--- src/rtl/riscvsys_pkg.sv ---
// ----------------------------------------------------------------------------
// riscvsys_pkg
// Shared definitions for the picorv32 memory-bus front-end and its helpers:
//   - busState_t       : states of the bus slave FSM
//   - CON_ADDR         : console byte port address
//   - CTRL_ADDR        : testbench-control word address
//   - CTRL_MAGIC       : upper 24 bits that mark a control word as genuine
//   - CTRL_PASS/FAIL/DUMP : control codes carried in the low byte
//   - xorshift32Next() : one step of the xorshift32 generator
// ----------------------------------------------------------------------------
package riscvsys_pkg;

  typedef enum logic [1:0] {
    IDLE    = 2'd0,
    RD_WAIT = 2'd1,
    RESP    = 2'd2
  } busState_t;

  localparam logic [31:0] CON_ADDR   = 32'h1000_0000;
  localparam logic [31:0] CTRL_ADDR  = 32'h2000_0000;

  localparam logic [23:0] CTRL_MAGIC = 24'hACCE55;

  localparam logic [7:0]  CTRL_PASS  = 8'h00;
  localparam logic [7:0]  CTRL_FAIL  = 8'h01;
  localparam logic [7:0]  CTRL_DUMP  = 8'h04;

  // One xorshift32 step. A non-zero input never produces zero, so any
  // non-zero seed keeps the sequence alive forever.
  function automatic logic [31:0] xorshift32Next(input logic [31:0] x);
    logic [31:0] s;
    s = x;
    s = s ^ (s << 13);
    s = s ^ (s >> 17);
    s = s ^ (s << 5);
    return s;
  endfunction

endpackage

--- src/rtl/riscvsys_xorshift32.sv ---
// ----------------------------------------------------------------------------
// riscvsys_xorshift32
// Free-running xorshift32 pseudo-random generator used by stall inserters.
// Ports:
//   i_clk    in   1   clock
//   i_rst    in   1   asynchronous active-high reset (loads SEED)
//   o_state  out  32  current generator state
// Parameter:
//   SEED     reset value, must be non-zero
// ----------------------------------------------------------------------------
module riscvsys_xorshift32
  import riscvsys_pkg::*;
#(
  parameter logic [31:0] SEED = 32'd314159265
) (
  input  logic        i_clk,
  input  logic        i_rst,
  output logic [31:0] o_state
);

  logic [31:0] r_state;

  // The generator steps on every clock once reset is released, regardless
  // of what the consumer is doing, so its sequence depends only on time.
  always_ff @(posedge i_clk or posedge i_rst) begin
    if (i_rst) begin
      r_state <= SEED;
    end else begin
      r_state <= xorshift32Next(r_state);
    end
  end

  assign o_state = r_state;

endmodule

--- src/rtl/riscvsys_membus.sv ---
// ----------------------------------------------------------------------------
// riscvsys_membus
// Slave front-end between the picorv32 native memory interface and a
// synchronous word RAM. Handles valid/ready, optional pseudo-random stalls,
// and decodes every access to RAM, console, control word or out-of-bounds.
// Ports:
//   i_clk, i_rst        clock, asynchronous active-high reset
//   i_mem_valid         request valid from the core
//   i_mem_instr         instruction fetch flag (not needed for decode)
//   i_mem_addr  [31:0]  byte address
//   i_mem_wdata [31:0]  write data
//   i_mem_wstrb [3:0]   byte enables, zero means read
//   o_mem_ready         one-cycle completion strobe
//   o_mem_rdata [31:0]  read data, valid with o_mem_ready
//   o_ram_en            RAM access strobe
//   o_ram_we    [3:0]   RAM byte write enables
//   o_ram_addr          RAM word address
//   o_ram_wdata [31:0]  RAM write data
//   i_ram_rdata [31:0]  RAM read data, valid the cycle after a read strobe
//   o_con_valid         console byte strobe
//   o_con_data  [7:0]   console byte
//   o_ctrl_valid        control word strobe
//   o_ctrl_code [7:0]   control code
//   o_oob               sticky out-of-bounds flag
//   o_oob_addr  [31:0]  address of the first out-of-bounds access
// ----------------------------------------------------------------------------
module riscvsys_membus #(
  parameter int unsigned MEM_BYTES  = 65536,
  parameter bit          STALL_EN   = 1'b0,
  parameter logic [31:0] STALL_SEED = 32'd314159265,
  parameter logic [31:0] CON_ADDR   = riscvsys_pkg::CON_ADDR,
  parameter logic [31:0] CTRL_ADDR  = riscvsys_pkg::CTRL_ADDR
) (
  input  logic                           i_clk,
  input  logic                           i_rst,
  input  logic                           i_mem_valid,
  input  logic                           i_mem_instr,
  input  logic [31:0]                    i_mem_addr,
  input  logic [31:0]                    i_mem_wdata,
  input  logic [3:0]                     i_mem_wstrb,
  output logic                           o_mem_ready,
  output logic [31:0]                    o_mem_rdata,
  output logic                           o_ram_en,
  output logic [3:0]                     o_ram_we,
  output logic [$clog2(MEM_BYTES)-3:0]   o_ram_addr,
  output logic [31:0]                    o_ram_wdata,
  input  logic [31:0]                    i_ram_rdata,
  output logic                           o_con_valid,
  output logic [7:0]                     o_con_data,
  output logic                           o_ctrl_valid,
  output logic [7:0]                     o_ctrl_code,
  output logic                           o_oob,
  output logic [31:0]                    o_oob_addr
);

  import riscvsys_pkg::*;

  localparam int AW = $clog2(MEM_BYTES);

  busState_t   r_state;
  busState_t   w_stateNext;
  logic [31:0] r_rdata;
  logic        r_oob;
  logic [31:0] r_oobAddr;

  logic [31:0] w_prng;
  logic        w_stall;
  logic        w_accept;
  logic        w_isWrite;
  logic        w_isRam;
  logic        w_isCon;
  logic        w_isCtrl;
  logic        w_isOob;
  logic        w_ctrlMagic;
  logic        w_unused;

  riscvsys_xorshift32 #(
    .SEED (STALL_SEED)
  ) u_prng (
    .i_clk   (i_clk),
    .i_rst   (i_rst),
    .o_state (w_prng)
  );

  // Address decode. The four targets are mutually exclusive; anything that
  // is neither RAM nor one of the two device words is out-of-bounds.
  assign w_isWrite   = |i_mem_wstrb;
  assign w_isRam     = (i_mem_addr < MEM_BYTES);
  assign w_isCon     = (i_mem_addr == CON_ADDR);
  assign w_isCtrl    = (i_mem_addr == CTRL_ADDR);
  assign w_isOob     = !w_isRam && !w_isCon && !w_isCtrl;
  assign w_ctrlMagic = (i_mem_wdata[31:8] == CTRL_MAGIC);

  // A stall cycle simply refuses the request; the core keeps valid high so
  // it is picked up on the first non-stall cycle. Reset gates acceptance so
  // no strobe can leak out while reset is held with valid still asserted.
  assign w_stall  = STALL_EN && !w_prng[0];
  assign w_accept = (r_state == IDLE) && i_mem_valid && !w_stall && !i_rst;

  assign o_ram_addr  = i_mem_addr[AW-1:2];
  assign o_ram_wdata = i_mem_wdata;
  assign o_con_data  = i_mem_wdata[7:0];
  assign o_ctrl_code = i_mem_wdata[7:0];
  assign o_mem_ready = (r_state == RESP);
  assign o_mem_rdata = r_rdata;
  assign o_oob       = r_oob;
  assign o_oob_addr  = r_oobAddr;

  // Instruction-fetch flag and the upper PRNG bits have no effect on this
  // slave; folding them here keeps them visibly intentional.
  assign w_unused = ^{i_mem_instr, w_prng[31:1]};

  // State register: a single transaction is tracked from acceptance through
  // the optional RAM wait cycle to the ready cycle.
  always_ff @(posedge i_clk or posedge i_rst) begin
    if (i_rst) begin
      r_state <= IDLE;
    end else begin
      r_state <= w_stateNext;
    end
  end

  // Next-state logic. Only RAM reads need the extra cycle for the
  // synchronous RAM to return data; everything else goes straight to RESP.
  always_comb begin
    w_stateNext = r_state;
    case (r_state)
      IDLE: begin
        if (w_accept) begin
          if (w_isRam && !w_isWrite) begin
            w_stateNext = RD_WAIT;
          end else begin
            w_stateNext = RESP;
          end
        end
      end
      RD_WAIT: w_stateNext = RESP;
      RESP:    w_stateNext = IDLE;
      default: w_stateNext = IDLE;
    endcase
  end

  // Event strobes fire combinationally in the accept cycle so the RAM sees
  // its access in the same cycle and console/control events are one cycle.
  always_comb begin
    o_ram_en     = 1'b0;
    o_ram_we     = 4'b0000;
    o_con_valid  = 1'b0;
    o_ctrl_valid = 1'b0;
    if (w_accept) begin
      if (w_isRam) begin
        o_ram_en = 1'b1;
        o_ram_we = i_mem_wstrb;
      end
      if (w_isCon && w_isWrite) begin
        o_con_valid = 1'b1;
      end
      if (w_isCtrl && w_isWrite && w_ctrlMagic) begin
        o_ctrl_valid = 1'b1;
      end
    end
  end

  // Read-data register: loaded from the RAM in the wait cycle, and forced
  // to zero on every accepted access that will not return RAM data, so
  // write and device responses always carry zero.
  always_ff @(posedge i_clk or posedge i_rst) begin
    if (i_rst) begin
      r_rdata <= 32'd0;
    end else if (r_state == RD_WAIT) begin
      r_rdata <= i_ram_rdata;
    end else if (w_accept && !(w_isRam && !w_isWrite)) begin
      r_rdata <= 32'd0;
    end
  end

  // Sticky out-of-bounds tracking: the flag stays until reset and the
  // address register keeps the first offender for post-mortem debugging.
  always_ff @(posedge i_clk or posedge i_rst) begin
    if (i_rst) begin
      r_oob     <= 1'b0;
      r_oobAddr <= 32'd0;
    end else if (w_accept && w_isOob) begin
      r_oob <= 1'b1;
      if (!r_oob) begin
        r_oobAddr <= i_mem_addr;
      end
    end
  end

endmodule

--- config.mk ---
export PLATFORM = sky130hd
export DESIGN_NAME = riscvsys_membus
export DESIGN_NICKNAME = d
export VERILOG_FILES = /design/src/rtl/riscvsys_pkg.sv /design/src/rtl/riscvsys_xorshift32.sv /design/src/rtl/riscvsys_membus.sv
export SDC_FILE = /design/constraint.sdc
export NUM_CORES = 1
export LEC_CHECK = 0
export CAP_MARGIN = 0
export CORE_AREA = 3 3 98 100
export CTS_BUF_LIST = sky130_fd_sc_hd__clkbuf_4 sky130_fd_sc_hd__clkbuf_8
export CTS_CLUSTER_DIAMETER = 60
export DETAILED_ROUTE_END_ITERATION = 12
export DIE_AREA = 0 0 101 103
export PLACE_DENSITY_LB_ADDON = 0.08
export SETUP_SLACK_MARGIN = 0.05
export SLEW_MARGIN = 30
export SYNTH_ARGS = -nofsm -noshare
export SYNTH_HDL_FRONTEND = slang
export SYNTH_SLANG_ARGS = --single-unit
export TNS_END_PERCENT = 30
--- constraint.sdc ---
create_clock -name i_clk -period 4.2 [get_ports i_clk]
set_input_delay 0.42 -clock i_clk [delete_from_list [all_inputs] [get_ports i_clk]]
set_output_delay 0.42 -clock i_clk [all_outputs]
set_load 0.1 [all_outputs]
==> impl_metrics.json, run 1 <==
{
  "status": "finished clean",
  "synthesis.nets": 419,
  "gr-total-overflow": 0,
  "cts.hold.buffers_added": 0,
  "syn_area_sq_um": 3297,
  "p_sw_share_pct": 44.84,
  "yosysTopAreaCellShare_pct": 50.85,
  "vias_per_cell": 4.642,
  "place_congestion": 0.6921,
  "ir_worst_vdd_mv": 0.1729,
  "seqCellArea_sq_um": 1677,
  "power_frac_comb_pct": 44.6,
  "final-setup-viol-count": 0,
  "rsz0062_at_grt": "no",
  "finalHoldViolations": 0,
  "ant_nets": 0,
  "yosysWarnings": 0,
  "grt_pass1_wl_microns": 14070,
  "synth_top_area_cell": "dfrtp_1",
  "coreArea_sq_um": 8763,
  "post-synth-top-count-cell": "dfrtp_1",
  "drt_first_iter_violations": 43,
  "synthArstFlopShare_pct": 100.0,
  "htreeDepth": 3,
  "multi_input_area_sq_um": 1086,
  "min-delay-start": "o_oob_addr[28]",
  "instances_no_fill": 570,
  "cts_tree": "yes",
  "grt_antenna_before_repair": 0,
  "grt_pass1_vias": 2553,
  "syn_avg_cell_area_sq_um": 10.47,
  "path_max_fanout": 5,
  "insertion_delay_ps": 330,
  "clock-sinks": 67,
  "fin_util_pct": 58.75,
  "cts_resized": 0,
  "wl_microns": 9382,
  "final_net_count": 562,
  "drtPass1Iterations": 4,
  "rows": 34,
  "synth_seq_area_share_pct": 50.85,
  "critPathCaptureType": "output pin",
  "worst_slew_pin_slew_ps": 1018,
  "path_class": "in2out",
  "p_switching_mw": 0.9847,
  "synthTopCellsByArea": "dfrtp_1, buf_4, mux2_2",
  "io_pins": 239,
  "synth.distinct_cells": 30,
  "antenna_cells": 0,
  "p_leak_nw": 2.110,
  "startpoint_type": "input pin",
  "yosys_most_used_dff": "dfrtp_1",
  "dp.cells": 555,
  "hpwl_microns": 7211,
  "drc_errors": 0,
  "die_h_microns": 103,
  "grt_max_degree": 49,
  "yosys-top-cells-count": "dfrtp_1, nand2_1, buf_4",
  "fin_skew_ps": 8.151,
  "ys_seq_elements": 67,
  "r2r-start": "r_state[0]",
  "synthCells": 315,
  "path_clk_slew_ps": 60,
  "clkPwrFrac_pct": 21.8,
  "maxSlewHeadroom_pct": 31.89,
  "p_per_area_nw_per_um2": 426.5,
  "worst_ep_required_time_ps": 3780,
  "hold_class": "reg2reg",
  "wire_per_inst_microns": 16.46,
  "drive_above_1_share_pct": 13.85,
  "synth_edf_count": 0,
  "dr_total_vias": 2646,
  "start_util_pct": 37.62,
  "seqPwrFrac_pct": 33.6,
  "nFillCells": 744,
  "numCtsBuffers": 9,
  "clock_path_buffers": 2,
  "post_cts_buffers": 0,
  "internal_power_mw": 1.211,
  "startpoint": "i_mem_addr[16]",
  "maxCapViolCount": 0,
  "fin_crit_ps": 3408,
  "area_growth_pct": 56.17,
  "worstPathArrival_ps": 2990,
  "setup_tns_ps": 0,
  "drv_slew": 0,
  "finalCritPeriodShare_pct": 81.14,
  "chipWidth_microns": 101,
  "max_freq_ghz": 0.2934,
  "dieArea_sq_um": 10400,
  "portBuffers": 205,
  "root_buffer": "clkbuf_8",
  "grt.total_usage_pct": 17.30
}
## sequential cells by signal, summed over array words and instances, names as in the netlist
register and cells:
o_oob_addr 32, o_oob 1, r_state 2, o_mem_rdata 32
## routing by layer
metal	track usage (%)	up-vias	routed length, microns
met3	6.292	13	917
met1	23.68	1229	3907
met5	0	-	0
met4	5.112	0	112
met2	25.82	117	4445
li1	-	1287	-
## cells in the final DEF (no fill, tap or decap), types with 4 or more instances in the layout
cell type and n:
dfrtp_1 67, clkbuf_8 10, nand2_1 66, and2_1 6, buf_4 8, nor4_1 8
o21ai_0 32, nor4bb_1 4, mux2_2 29, clkdlybuf4s50_1 196
## worst max-delay path, stage by stage
cell and delay [ps]:
clkdlybuf4s50_1 430, nor4_1 500, nand4_1 390, or4_1 620, nor4_2 390, buf_12 220
## area by class of cell
class	count	share of cell area [%]
timing repair buffer	208	40.24
sequential	67	32.56
multi-input combinational	171	21.09
clock buffer	13	3.111
tap	108	2.625
clock inverter	2	0.2430
inverter	1	0.1215
## path summary, 6_finish.rpt
kind                            depth (start not counted)  slack, ps              to
worst max-delay path                                    6        790    o_ctrl_valid
worst min-delay path                                    1        500  o_oob_addr[28]
worst max register to register                          3       2180  o_mem_rdata[7]
worst min register to register                          1        500  o_oob_addr[28]
max in group asynchronous                               3       2930  o_mem_rdata[5]
min in group asynchronous                               2        560      r_state[1]
## power groups by stage
stage	Combinational, mW	Sequential, mW	Clock (mW)
5_1_grt	1.01	0.746	0.529
2_1_floorplan	0.357	1.22	0
3_5_place_dp	0.988	0.750	0
6_report	0.980	0.737	0.479
4_1_cts	0.989	0.738	0.496
3_3_place_gp	0.986	0.747	0
## per-stage QoR
stage	instance area (sq um)	worst slack, ps	hold slack, ps	power [mW]
2_1_floorplan	3303	39.38	536.8	1.575
3_3_place_gp	4982	862.8	475.0	1.734
3_5_place_dp	4981	761.0	490.1	1.738
4_1_cts	5154	752.0	504.3	2.223
5_1_grt	5149	546.9	517.1	2.282
6_report	5149	792.2	499.2	2.196
## cells by family (layout without fill, tap and decap cells)
kind of cell	after synthesis	count (layout)	synth area share (%)
compound gates	36	36	6.300
buf+inv	77	224	16.51
simple gates	103	103	15.41
flops	67	67	50.85
mux	32	32	10.93
(Power assumes the default switching activity.)
==> run 2: changes to the inputs <==
--- a/config.mk
+++ b/config.mk
@@ -6,11 +6,11 @@
 export NUM_CORES = 1
 export LEC_CHECK = 0
 export CAP_MARGIN = 0
-export CORE_AREA = 3 3 98 100
+export CORE_AREA = 3 3 100 102
 export CTS_BUF_LIST = sky130_fd_sc_hd__clkbuf_4 sky130_fd_sc_hd__clkbuf_8
 export CTS_CLUSTER_DIAMETER = 60
 export DETAILED_ROUTE_END_ITERATION = 12
-export DIE_AREA = 0 0 101 103
+export DIE_AREA = 0 0 103 105
 export PLACE_DENSITY_LB_ADDON = 0.08
 export SETUP_SLACK_MARGIN = 0.05
 export SLEW_MARGIN = 30
==> constraint.sdc (replaced) <==
create_clock -name i_clk -period 3.3 [get_ports i_clk]
set_input_delay 0.33 -clock i_clk [delete_from_list [all_inputs] [get_ports i_clk]]
set_output_delay 0.33 -clock i_clk [all_outputs]
set_load 0.1 [all_outputs]
==> impl_metrics.json, run 2 (synthesis results as in run 1) <==
{
  "hold_class": "in2async",
  "worst_ep_required_time_ps": 2970,
  "drive_above_1_share_pct": 22.91,
  "status": "finished clean",
  "dr_total_vias": 2675,
  "p_per_area_nw_per_um2": 549.7,
  "maxCapViolCount": 0,
  "dp.cells": 562,
  "numCtsBuffers": 9,
  "finalHoldViolations": 0,
  "start_util_pct": 35.85,
  "startpoint_type": "input pin",
  "vias_per_cell": 4.628,
  "wl_microns": 9305,
  "maxSlewHeadroom_pct": 32.32,
  "nFillCells": 808,
  "grt_pass1_wl_microns": 13810,
  "seqCellArea_sq_um": 1677,
  "rows": 35,
  "clock-sinks": 67,
  "area_growth_pct": 57.57,
  "fin_skew_ps": 7.918,
  "cts.hold.buffers_added": 0,
  "multi_input_area_sq_um": 1100,
  "drt_first_iter_violations": 62,
  "total_power_mw": 2.856,
  "post_cts_buffers": 0,
  "root_buffer": "clkbuf_8",
  "coreArea_sq_um": 9196,
  "ir_worst_vdd_mv": 0.2683,
  "path_max_fanout": 3,
  "portBuffers": 205,
  "final_net_count": 566,
  "rsz0062_at_grt": "no",
  "max_freq_ghz": 0.3423,
  "p_leak_nw": 2.193,
  "wire_per_inst_microns": 16.10,
  "clock_path_buffers": 2,
  "final_common_cell": "clkdlybuf4s50_1",
  "setup_tns_ps": 0,
  "worst_slew_pin_slew_ps": 1012,
  "place_congestion": 0.7542,
  "io_pins": 239,
  "grt.total_usage_pct": 16.46,
  "grt_pass1_vias": 2643,
  "final-setup-viol-count": 0,
  "final_cell_mix": "clkdlybuf4s50_1, dfrtp_1, nand2_1, buf_4, o21ai_0",
  "dieArea_sq_um": 10820,
  "worstPathArrival_ps": 2590,
  "antenna_cells": 0,
  "drv_slew": 0,
  "chipWidth_microns": 103,
  "drtPass1Iterations": 4,
  "die_h_microns": 105,
  "path_class": "in2out",
  "hpwl_microns": 7236,
  "insertion_delay_ps": 330,
  "htreeDepth": 3,
  "cts_tree": "yes",
  "grt_max_degree": 42,
  "ant_nets": 0,
  "cts_resized": 0,
  "drc_errors": 0,
  "grt_antenna_before_repair": 0,
  "critPathCaptureType": "output pin",
  "path_clk_slew_ps": 70,
  "instances_no_fill": 578,
  "gr-total-overflow": 0,
  "finalCritPeriodShare_pct": 88.53,
  "fin_crit_ps": 2921
}
run 2: power breakdown:
| group | switching (mW) | internal, mW | total [mW] |
|---|---|---|---|
| logic | 0.923 | 0.324 | 1.25 |
| clock network | 0.297 | 0.374 | 0.671 |
| registers | 0.0362 | 0.902 | 0.938 |
| total | 1.26 | 1.60 | 2.86 |
run 2: per-stage QoR:
step           setup slack, ps  utilization [%]  cell area [sq um]  hold WS (ps)
2_1_floorplan           -331.6                -               3317         446.8
3_3_place_gp             343.3            54.31               4995         475.5
3_5_place_dp             310.0            54.33               4996         479.9
4_1_cts                  300.7            56.48               5194         497.0
5_1_grt                  219.0            56.49               5195         504.8
6_report                 378.6            56.49               5195         455.4
run 2: final cells by class:
class | count | area share (%)
Tap cell | 111 | 2.673
Sequential cell | 67 | 32.27
Inverter | 1 | 0.09634
Clock inverter | 5 | 1.012
Clock buffer | 11 | 2.794
Multi-Input combinational cell | 171 | 21.17
Timing Repair Buffer | 212 | 39.98
run 2: worst paths after layout:
path / cells past startpoint / to / startpoint / slack [ps]
worst max-delay path: 6 / o_ctrl_valid / i_mem_addr[2] / 380
worst min-delay path: 2 / o_mem_rdata[30] / i_rst / 460
worst max register to register: 5 / o_oob_addr[28] / r_state[0] / 1270
worst min register to register: 1 / o_oob_addr[20] / o_oob_addr[20] / 490
max in group asynchronous: 3 / o_mem_rdata[18] / i_rst / 2220
min in group i_clk: 1 / o_oob_addr[20] / o_oob_addr[20] / 490
run 2: critical path, cell delays in order:
cell	delay [ps]
clkdlybuf4s50_1	460
nor4_1	490
nand4_1	180
or4_1	500
nor4_2	410
buf_12	220
run 2: per-layer routing:
metal  vias up  track usage, %  wire (microns)
met4         0           6.475             187
li1       1300               -               -
met2       123           25.66            4434
met1      1232           20.70            3855
met3        20           5.674             827
met5         -               0               0
